File: src/rtl/skeleton_bus_arbiter.sv
// Round-robin arbiter for the skeleton internal bus.
// One transfer in flight, windowed slave decode, timeout and decode errors.
module skeleton_bus_arbiter #(
  parameter int NUM_MASTERS = 1,
  parameter int NUM_SLAVES  = 1,
  parameter int ADDR_W      = 16,
  parameter int DATA_W      = 16,
  parameter int BASE_ADDR   = 4096,
  parameter int SLOT_SIZE   = 256,
  parameter int TIMEOUT     = 255,
  localparam int SW         = $clog2(SLOT_SIZE),
  localparam int SAW        = (SW > 0) ? SW : 1
) (
  input  logic                          clk,
  input  logic                          reset,
  input  logic [NUM_MASTERS-1:0]        m_req,
  input  logic [NUM_MASTERS-1:0]        m_wr,
  input  logic [NUM_MASTERS*ADDR_W-1:0] m_addr,
  input  logic [NUM_MASTERS*DATA_W-1:0] m_wdata,
  output logic [NUM_MASTERS-1:0]        m_grant,
  output logic [NUM_MASTERS-1:0]        m_ack,
  output logic                          m_err,
  output logic [DATA_W-1:0]             m_rdata,
  output logic [NUM_SLAVES-1:0]         s_sel,
  output logic                          s_wr,
  output logic [SAW-1:0]                s_addr,
  output logic [DATA_W-1:0]             s_wdata,
  input  logic [NUM_SLAVES-1:0]         s_ack,
  input  logic [NUM_SLAVES*DATA_W-1:0]  s_rdata
);

  localparam int MW = (NUM_MASTERS > 1) ? $clog2(NUM_MASTERS) : 1;
  localparam int CW = $clog2(TIMEOUT + 1);
  localparam logic [ADDR_W-1:0] BASE = ADDR_W'(BASE_ADDR);

  typedef enum logic [1:0] {IDLE, ACCESS, RESP} state_e;

  state_e                 state_q;
  logic [NUM_MASTERS-1:0] req_q;
  logic [NUM_MASTERS-1:0] grant_q;
  logic [NUM_MASTERS-1:0] ack_q;
  logic [MW-1:0]          last_q;
  logic [CW-1:0]          cnt_q;
  logic [CW-1:0]          cnt_d;
  logic                   err_q;
  logic [DATA_W-1:0]      rdata_q;
  logic [NUM_SLAVES-1:0]  sel_q;
  logic                   wr_q;
  logic [SAW-1:0]         saddr_q;
  logic [DATA_W-1:0]      wdata_q;

  logic [MW-1:0]          win_d;
  logic                   win_vld;
  logic [NUM_MASTERS-1:0] gnt_d;
  logic [ADDR_W-1:0]      addr_d;
  logic [ADDR_W-1:0]      off_d;
  logic [ADDR_W-1:0]      idx_d;
  logic [DATA_W-1:0]      wd_d;
  logic [DATA_W-1:0]      srd_d;
  logic                   mapped_d;
  logic                   sack_d;

  // Descending scan so the nearest requester after last_q wins.
  always_comb begin : arb
    int c;
    c       = 0;
    win_d   = last_q;
    win_vld = 1'b0;
    gnt_d   = '0;
    for (int k = NUM_MASTERS; k >= 1; k--) begin
      c = (int'(last_q) + k) % NUM_MASTERS;
      if (req_q[c]) begin
        win_d   = MW'(c);
        gnt_d   = NUM_MASTERS'(1) << c;
        win_vld = 1'b1;
      end
    end
    addr_d = '0;
    wd_d   = '0;
    for (int i = 0; i < NUM_MASTERS; i++) begin
      if (gnt_d[i]) begin
        addr_d = m_addr[i*ADDR_W +: ADDR_W];
        wd_d   = m_wdata[i*DATA_W +: DATA_W];
      end
    end
    srd_d = '0;
    for (int j = 0; j < NUM_SLAVES; j++) begin
      if (sel_q[j]) srd_d = s_rdata[j*DATA_W +: DATA_W];
    end
  end

  // Below-base addresses must not wrap into a window.
  assign off_d    = addr_d - BASE;
  assign idx_d    = off_d >> SW;
  assign mapped_d = (addr_d >= BASE) &&
                    (idx_d < ADDR_W'(NUM_SLAVES));
  assign cnt_d    = cnt_q + 1'b1;
  assign sack_d   = |(s_ack & sel_q);

  always_ff @(posedge clk or posedge reset) begin
    if (reset) begin
      state_q <= IDLE;
      req_q   <= '0;
      grant_q <= '0;
      ack_q   <= '0;
      last_q  <= MW'(NUM_MASTERS - 1);
      cnt_q   <= '0;
      err_q   <= 1'b0;
      rdata_q <= '0;
      sel_q   <= '0;
      wr_q    <= 1'b0;
      saddr_q <= '0;
      wdata_q <= '0;
    end else begin
      req_q <= m_req;
      unique case (state_q)
        IDLE: begin
          if (win_vld) begin
            grant_q <= gnt_d;
            last_q  <= win_d;
            wr_q    <= |(m_wr & gnt_d);
            wdata_q <= wd_d;
            if (mapped_d) begin
              state_q <= ACCESS;
              sel_q   <= NUM_SLAVES'(1) << idx_d;
              saddr_q <= (SW > 0) ? off_d[SAW-1:0] : '0;
            end else begin
              state_q <= RESP;
              err_q   <= 1'b1;
              rdata_q <= '0;
            end
          end
        end
        ACCESS: begin
          cnt_q <= cnt_d;
          if (sack_d) begin
            state_q <= RESP;
            sel_q   <= '0;
            err_q   <= 1'b0;
            rdata_q <= wr_q ? '0 : srd_d;
          end else if (cnt_d == CW'(TIMEOUT)) begin
            state_q <= RESP;
            sel_q   <= '0;
            err_q   <= 1'b1;
            rdata_q <= '0;
          end
        end
        RESP: begin
          if (ack_q == '0) begin
            ack_q <= grant_q;
          end else begin
            state_q <= IDLE;
            ack_q   <= '0;
            grant_q <= '0;
            err_q   <= 1'b0;
            rdata_q <= '0;
            cnt_q   <= '0;
          end
        end
        default: state_q <= IDLE;
      endcase
    end
  end

  assign m_grant = grant_q;
  assign m_ack   = ack_q;
  assign m_err   = err_q;
  assign m_rdata = rdata_q;
  assign s_sel   = sel_q;
  assign s_wr    = wr_q;
  assign s_addr  = saddr_q;
  assign s_wdata = wdata_q;

endmodule

File: config.mk
export PLATFORM = sky130hd
export DESIGN_NAME = skeleton_bus_arbiter
export DESIGN_NICKNAME = d
export VERILOG_FILES = /design/src/rtl/skeleton_bus_arbiter.sv
export SDC_FILE = /design/constraint.sdc
export NUM_CORES = 1
export LEC_CHECK = 0
export ABC_AREA = 1
export CORE_ASPECT_RATIO = 0.9
export CORE_UTILIZATION = 44
export CTS_BUF_LIST = sky130_fd_sc_hd__clkbuf_16
export CTS_CLUSTER_DIAMETER = 200
export DETAILED_ROUTE_END_ITERATION = 12
export PLACE_DENSITY = 0.93
export REMOVE_ABC_BUFFERS = 1
export SETUP_SLACK_MARGIN = 0.05
export SLEW_MARGIN = 20
export SYNTH_ARGS = -nofsm -noshare
export SYNTH_HDL_FRONTEND = slang
export SYNTH_SLANG_ARGS = --single-unit
File: constraint.sdc
create_clock -name clk -period 2.23 [get_ports clk]
set_clock_uncertainty 0.05 [all_clocks]
set_input_delay 0.5575 -clock clk [delete_from_list [all_inputs] [get_ports clk]]
set_output_delay 0.5575 -clock clk [all_outputs]
set_load 0.02 [all_outputs]
# --- Word-level counts from Yosys, hierarchy flattened ---
# Index checks and enable logic that the tools add are counted.
op_classes:
  addsub: 2
  n_lt_le_gt_ge: 2
  eq_ne: 8
  n_shift: 1
  mux: 32
  bitwise_logic: 2
  reduce_logical: 13
op_table:
  columns: ["operator", "n"]
  rows:
  - ["2-to-1 mux 16 bit", 8]
  - ["one-hot mux 16 bit (3 select lines)", 1]
  - ["greater-or-equal comparator 16 x 13 -> 1 bit, second input constant", 1]
  - ["one-hot mux 8 bit (2 select lines)", 1]
  - ["subtractor 16 x 13 -> 16 bit, second input constant", 1]
  - ["2-to-1 mux 1 bit", 12]
  - ["2-to-1 mux 2 bit", 5]
  - ["adder 8 x 1 -> 8 bit, second input constant", 1]
  - ["equality test 8 bit, second input constant", 1]
  - ["< comparator 8 x 1 -> 1 bit, second input constant", 1]
  - ["2-to-1 mux 8 bit", 1]
  - ["inequality test 2 bit, second input constant", 4]
  - ["<< shifter 1 x 8 -> 1 bit, first input constant", 1]
  - ["one-hot mux 2 bit (3 select lines)", 1]
  - ["AND reduction 2 bit", 3]
  - ["AND reduction 3 bit", 2]
  - ["nonzero test 2 bit", 3]
  - ["AND reduction 5 bit", 1]
  - ["one-hot mux 1 bit (2 select lines)", 2]
  - ["AND reduction 4 bit", 1]
  - ["inequality test 3 bit, second input constant", 1]
  - ["one-hot mux 1 bit (3 select lines)", 1]
  - ["nonzero test 3 bit", 1]
  - ["AND 1 bit", 2]
  - ["other kinds (4)", 4]
word_totals:
  ff_bits: 56
  in_bits: 53
  out_inout_bits: 45
  elab_cells: 71

# --- Depth between registers and ports, before layout ---
logic_depth:
  ltp_word: 8
  depth_mapped: 13
  mapped_depth_nobuf: 12

# --- Worst setup path after synthesis ---
# OpenSTA, ideal clock, no wires.
synth_timing:
  path_type: "input port to flip-flop"
  startpoint: "input m_addr[12]"
  endpoint: "register rdata_q[13], in the netlist m_rdata[13]"
  setup_time_ns: 0.117
  arrival_time_ns: 1.784
  required_ns: 2.063
  slack_ns: 0.279
  stages: 12
  n_path_buf: 1
  path_cell_list: "nand2_1 > ha_1 > or2_0 > nand2_1 > inv_1 > nand3_2 > nor2_4 > nor2_4 > nand4_4 > buf_6 > nand2_1 > nand2_1"
synth_between:
  elab_chain_cells: 6
  word_cells_on_any_way: 7
  cone_classes: "add/sub: 1; order compare: 2; eq/ne: 1; mux: 1; reduce/logical: 2"
synth_lines:
  columns: ["item", "line", "rtl"]
  rows:
  - ["start, declared", "18", "input logic [NUM_MASTERS*ADDR_W-1:0] m_addr,"]
  - ["2-to-1 mux 16 bit (*)", "81", "if (gnt_d[i]) begin"]
  - ["subtractor 16 x 13 -> 16 bit", "93", "assign off_d = addr_d - BASE;"]
  - ["< comparator 8 x 1 -> 1 bit", "96", "(idx_d < ADDR_W'(NUM_SLAVES));"]
  - ["logical AND 1 bit (*)", "95", "assign mapped_d = (addr_d >= BASE) &&"]
  - ["inequality test 2 bit (no source line) (*)", null, null]
  - ["AND reduction 5 bit (no source line) (*)", null, null]
  - ["end signal, assigned", "140", "rdata_q <= wr_q ? '0 : srd_d;"]
  - ["end, declared", "46", "logic [DATA_W-1:0] rdata_q;"]
# Mark *: on every way between the ends. The rest lies on a longest branch, timed or not.
# A chain may end at the register's enable or synchronous reset.

# --- Worst setup path after layout ---
layout_timing:
  startpoint: "input m_addr[14]"
  endpoint: "register rdata_q[9], in the netlist m_rdata[9]"
# The elaborated chain is that of the path after synthesis.

==> reports/qor.yml <==
outcome:
  outcome: "finished clean"
setup_path:
  path_cells: "clkdlybuf4s50_1, nand2_1, or2_1, nand2_1, inv_1, nand3_2, nor2_4, nor2_4, nand4_4, buf_12, nand2_1, nand2_1"
  critPathCaptureType: "register"
  critPathMaxStageDelay_ns: 0.46
  worstPathArrival_ns: 2.09
  regToRegSetupSlack_ns: 0.28
  cp_top_family: "simple AND/OR/NAND/NOR gates"
  start_kind: "input port"
  crit_fanout: 7
  reg2reg_depth: 12
  critPathRequiredTime_ns: 2.35
  reg2reg_from: "cnt_q[1]$_DFFE_PP0P_"
  critical-path-slowest-cell: "clkdlybuf4s50_1"
  cp_num_buf_inv: 3
  reg2reg_to: "m_rdata[9]$_DFFE_PP0P_"
  cpMostUsedCell: "nand2_1"
  critical_path_class: "in -> reg"
clock_tree:
  cts_sinks: 56
  clkTransAtPathRegs_ns: 0.07
  clkLatencyLatePin_ns: 0.28
  cts_tree: "done"
  cts_buffers: 5
  cts.path.max_buffers: 2
  cts_root_buffer: "clkbuf_16"
  cts-htree-levels: 2
yosys:
  synth.yosys.seq_area_share: 0.556
  syn_area_mm2: 0.00252
  ys_types: 24
  synth_edf_count: 0
  yosysWarnings: 0
  syn_area_per_cell_um2: 8.30
  syn_inst: 304
  ys.flop_type: "dfrtp_1"
  async_reset_ff_frac: 1.00
  ys_seq_elements: 56
route:
  drtIter0Drc: 133
  dr.pass1.iters: 4
  post-route-drc-count: 0
  drt_wl_total_mm: 6.01
  num_vias: 2320
  avgRoutedWirePerCell_um: 12.5
  via_per_inst: 4.81
  ant_nets: 0
finish:
  n_antenna_cell: 0
  area_growth_pct: 51.6
  final_common_cell: "nand2_1"
  layout.nets: 471
  fillers: 411
  seq_area_mm2: 0.00140
  layout_common_cells: "nand2_1, clkdlybuf4s50_1, dfrtp_1"
  multi_input_area_mm2: 0.00100
  drive_gt1_frac: 0.0940
sta:
  fin_crit_ns: 1.97
  max_freq_mhz: 508
  tightestPinTransition_ns: 0.368
  max_slew_margin: 0.755
  setup_ws_ns: 0.261
  finalMaxSlewViolations: 0
  hold_violations: 0
  post-route-period-util: 0.883
  rsz0062_at_grt: "false"
  setup_viol: 0
global_route:
  overflow: 0
  grt_pass1_wl_mm: 9.63
  grt_pass1_vias: 2189
  antenna_found_initial: 0
  grt_max_degree: 57
  track_usage: 0.207
min_path:
  whs_path_depth: 2
  min_to: "m_rdata[4]$_DFFE_PP0P_"
  worstHoldStart: "m_rdata[4]$_DFFE_PP0P_"
  hold_path_class: "reg -> reg"
pwr:
  total_power_mw: 1.91
  power_density_mw_per_mm2: 499
  irDropWorstVdd_mv: 0.355
  leakagePower_nw: 1.84
floorplanning:
  row_count: 25
  die_h_um: 73.8
  die-area_mm2: 0.00604
  io_pins: 98
  die_w_um: 81.8
  core_area_mm2: 0.00538
  start_util: 0.469
placement:
  place_congestion: 0.805
  dpl.hpwl_mm: 4.51
  port_buffers: 97
  pre_cts_ws_ns: -0.408
flow_run:
  maxCapViolCount: 0
==> routing by layer <==
| layer | wire, µm | GRT usage |
|---|---|---|
| met2 | 3120 | 0.357 |
| met3 | 354 | 0.0472 |
| met1 | 2480 | 0.261 |
| met4 | 53 | 0.0546 |
| met5 | 0 | 0 |
==> report_power, final <==
part           leakage [nW]  total, mW  internal, mW  switching [mW]
Clock                0.0754      0.752         0.415           0.338
Sequential            0.685       1.02          1.02         0.00196
Combinational          1.08      0.138        0.0916          0.0460
==> logic make-up after synthesis <==
kind of cell | synth area share
buffers and inverters | 0.0531
adder cells (fa/ha/maj) | 0.0198
AO/OA/AOI/OAI | 0.0441
flip-flops | 0.556
AND/OR/NAND/NOR | 0.327
==> Yosys cell counts (3+ instances only) <==
cell | n | area, µm²
nor2_4 | 3 | 33.8
o21ai_0 | 8 | 40.0
o22ai_1 | 3 | 18.8
clkbuf_1 | 3 | 11.3
o21bai_1 | 3 | 22.5
dfrtp_1 | 56 | 1400
nand2_2 | 4 | 25.0
nand2_1 | 159 | 597
nand3_1 | 9 | 45.0
inv_1 | 22 | 82.6
nor2_1 | 8 | 30.0
a21oi_1 | 5 | 25.0
ha_1 | 4 | 50.1
==> registers in the layout (all words and copies together) (netlist names) <==
name	cells
s_addr	8
req_q	1
m_grant	1
cnt_q	8
state_q	2
s_sel	1
s_wdata	16
m_err	1
m_rdata	16
s_wr	1
m_ack	1
==> final cells by class <==
type | instances | share of cell area
Timing Repair Buffer | 109 | 0.286
Inverter | 24 | 0.0249
Clock buffer | 5 | 0.0327
Multi-Input combinational cell | 218 | 0.263
Tap cell | 67 | 0.0219
Clock inverter | 3 | 0.00458
Sequential cell | 56 | 0.367
==> worst max-delay path by stage <==
stage | slack [ns] | from | endpoint | depth (start not counted)
CTS | 0.05 | m_addr[12] | s_addr[1]$_DFFE_PP0P_ | 13
floorplan | 0.25 | reset | cnt_q[0]$_DFFE_PP0P_ | 1
global route | 0.07 | cnt_q[1]$_DFFE_PP0P_ | m_rdata[2]$_DFFE_PP0P_ | 11
detailed placement | -0.41 | m_addr[13] | m_rdata[9]$_DFFE_PP0P_ | 12
finish | 0.26 | m_addr[14] | m_rdata[9]$_DFFE_PP0P_ | 12
global placement | -0.26 | m_addr[13] | m_err$_DFFE_PP0P_ | 12
==> per-stage QoR <==
step | utilization | hold WS [ns] | instances | setup TNS, ns | cell area, µm²
2_1_floorplan | - | 0.480 | 298 | 0 | 2480
3_5_place_dp | 0.671 | 0.411 | 470 | -8.74 | 3610
6_report | 0.711 | 0.424 | 482 | 0 | 3820
5_1_grt | 0.711 | 0.449 | 482 | 0 | 3820
4_1_cts | 0.707 | 0.428 | 480 | 0 | 3800
3_3_place_gp | 0.671 | 0.403 | 470 | -5.53 | 3610
==> worst min-delay path: stages, from the launching register on <==
cell	delay [ns]
dfrtp_1	0.34
nand2_1	0.05
nand2_1	0.05
==> what timing repair did <==
item / CTS / global route
hold buffers: 0 / 0
buffers inserted: 2 / 2
cloned: 0 / 0
pin swaps: 3 / 3
setup endpoints to repair: 19 / 26
gates resized for setup: 6 / 4
Power figures use the tool's default switching activity.
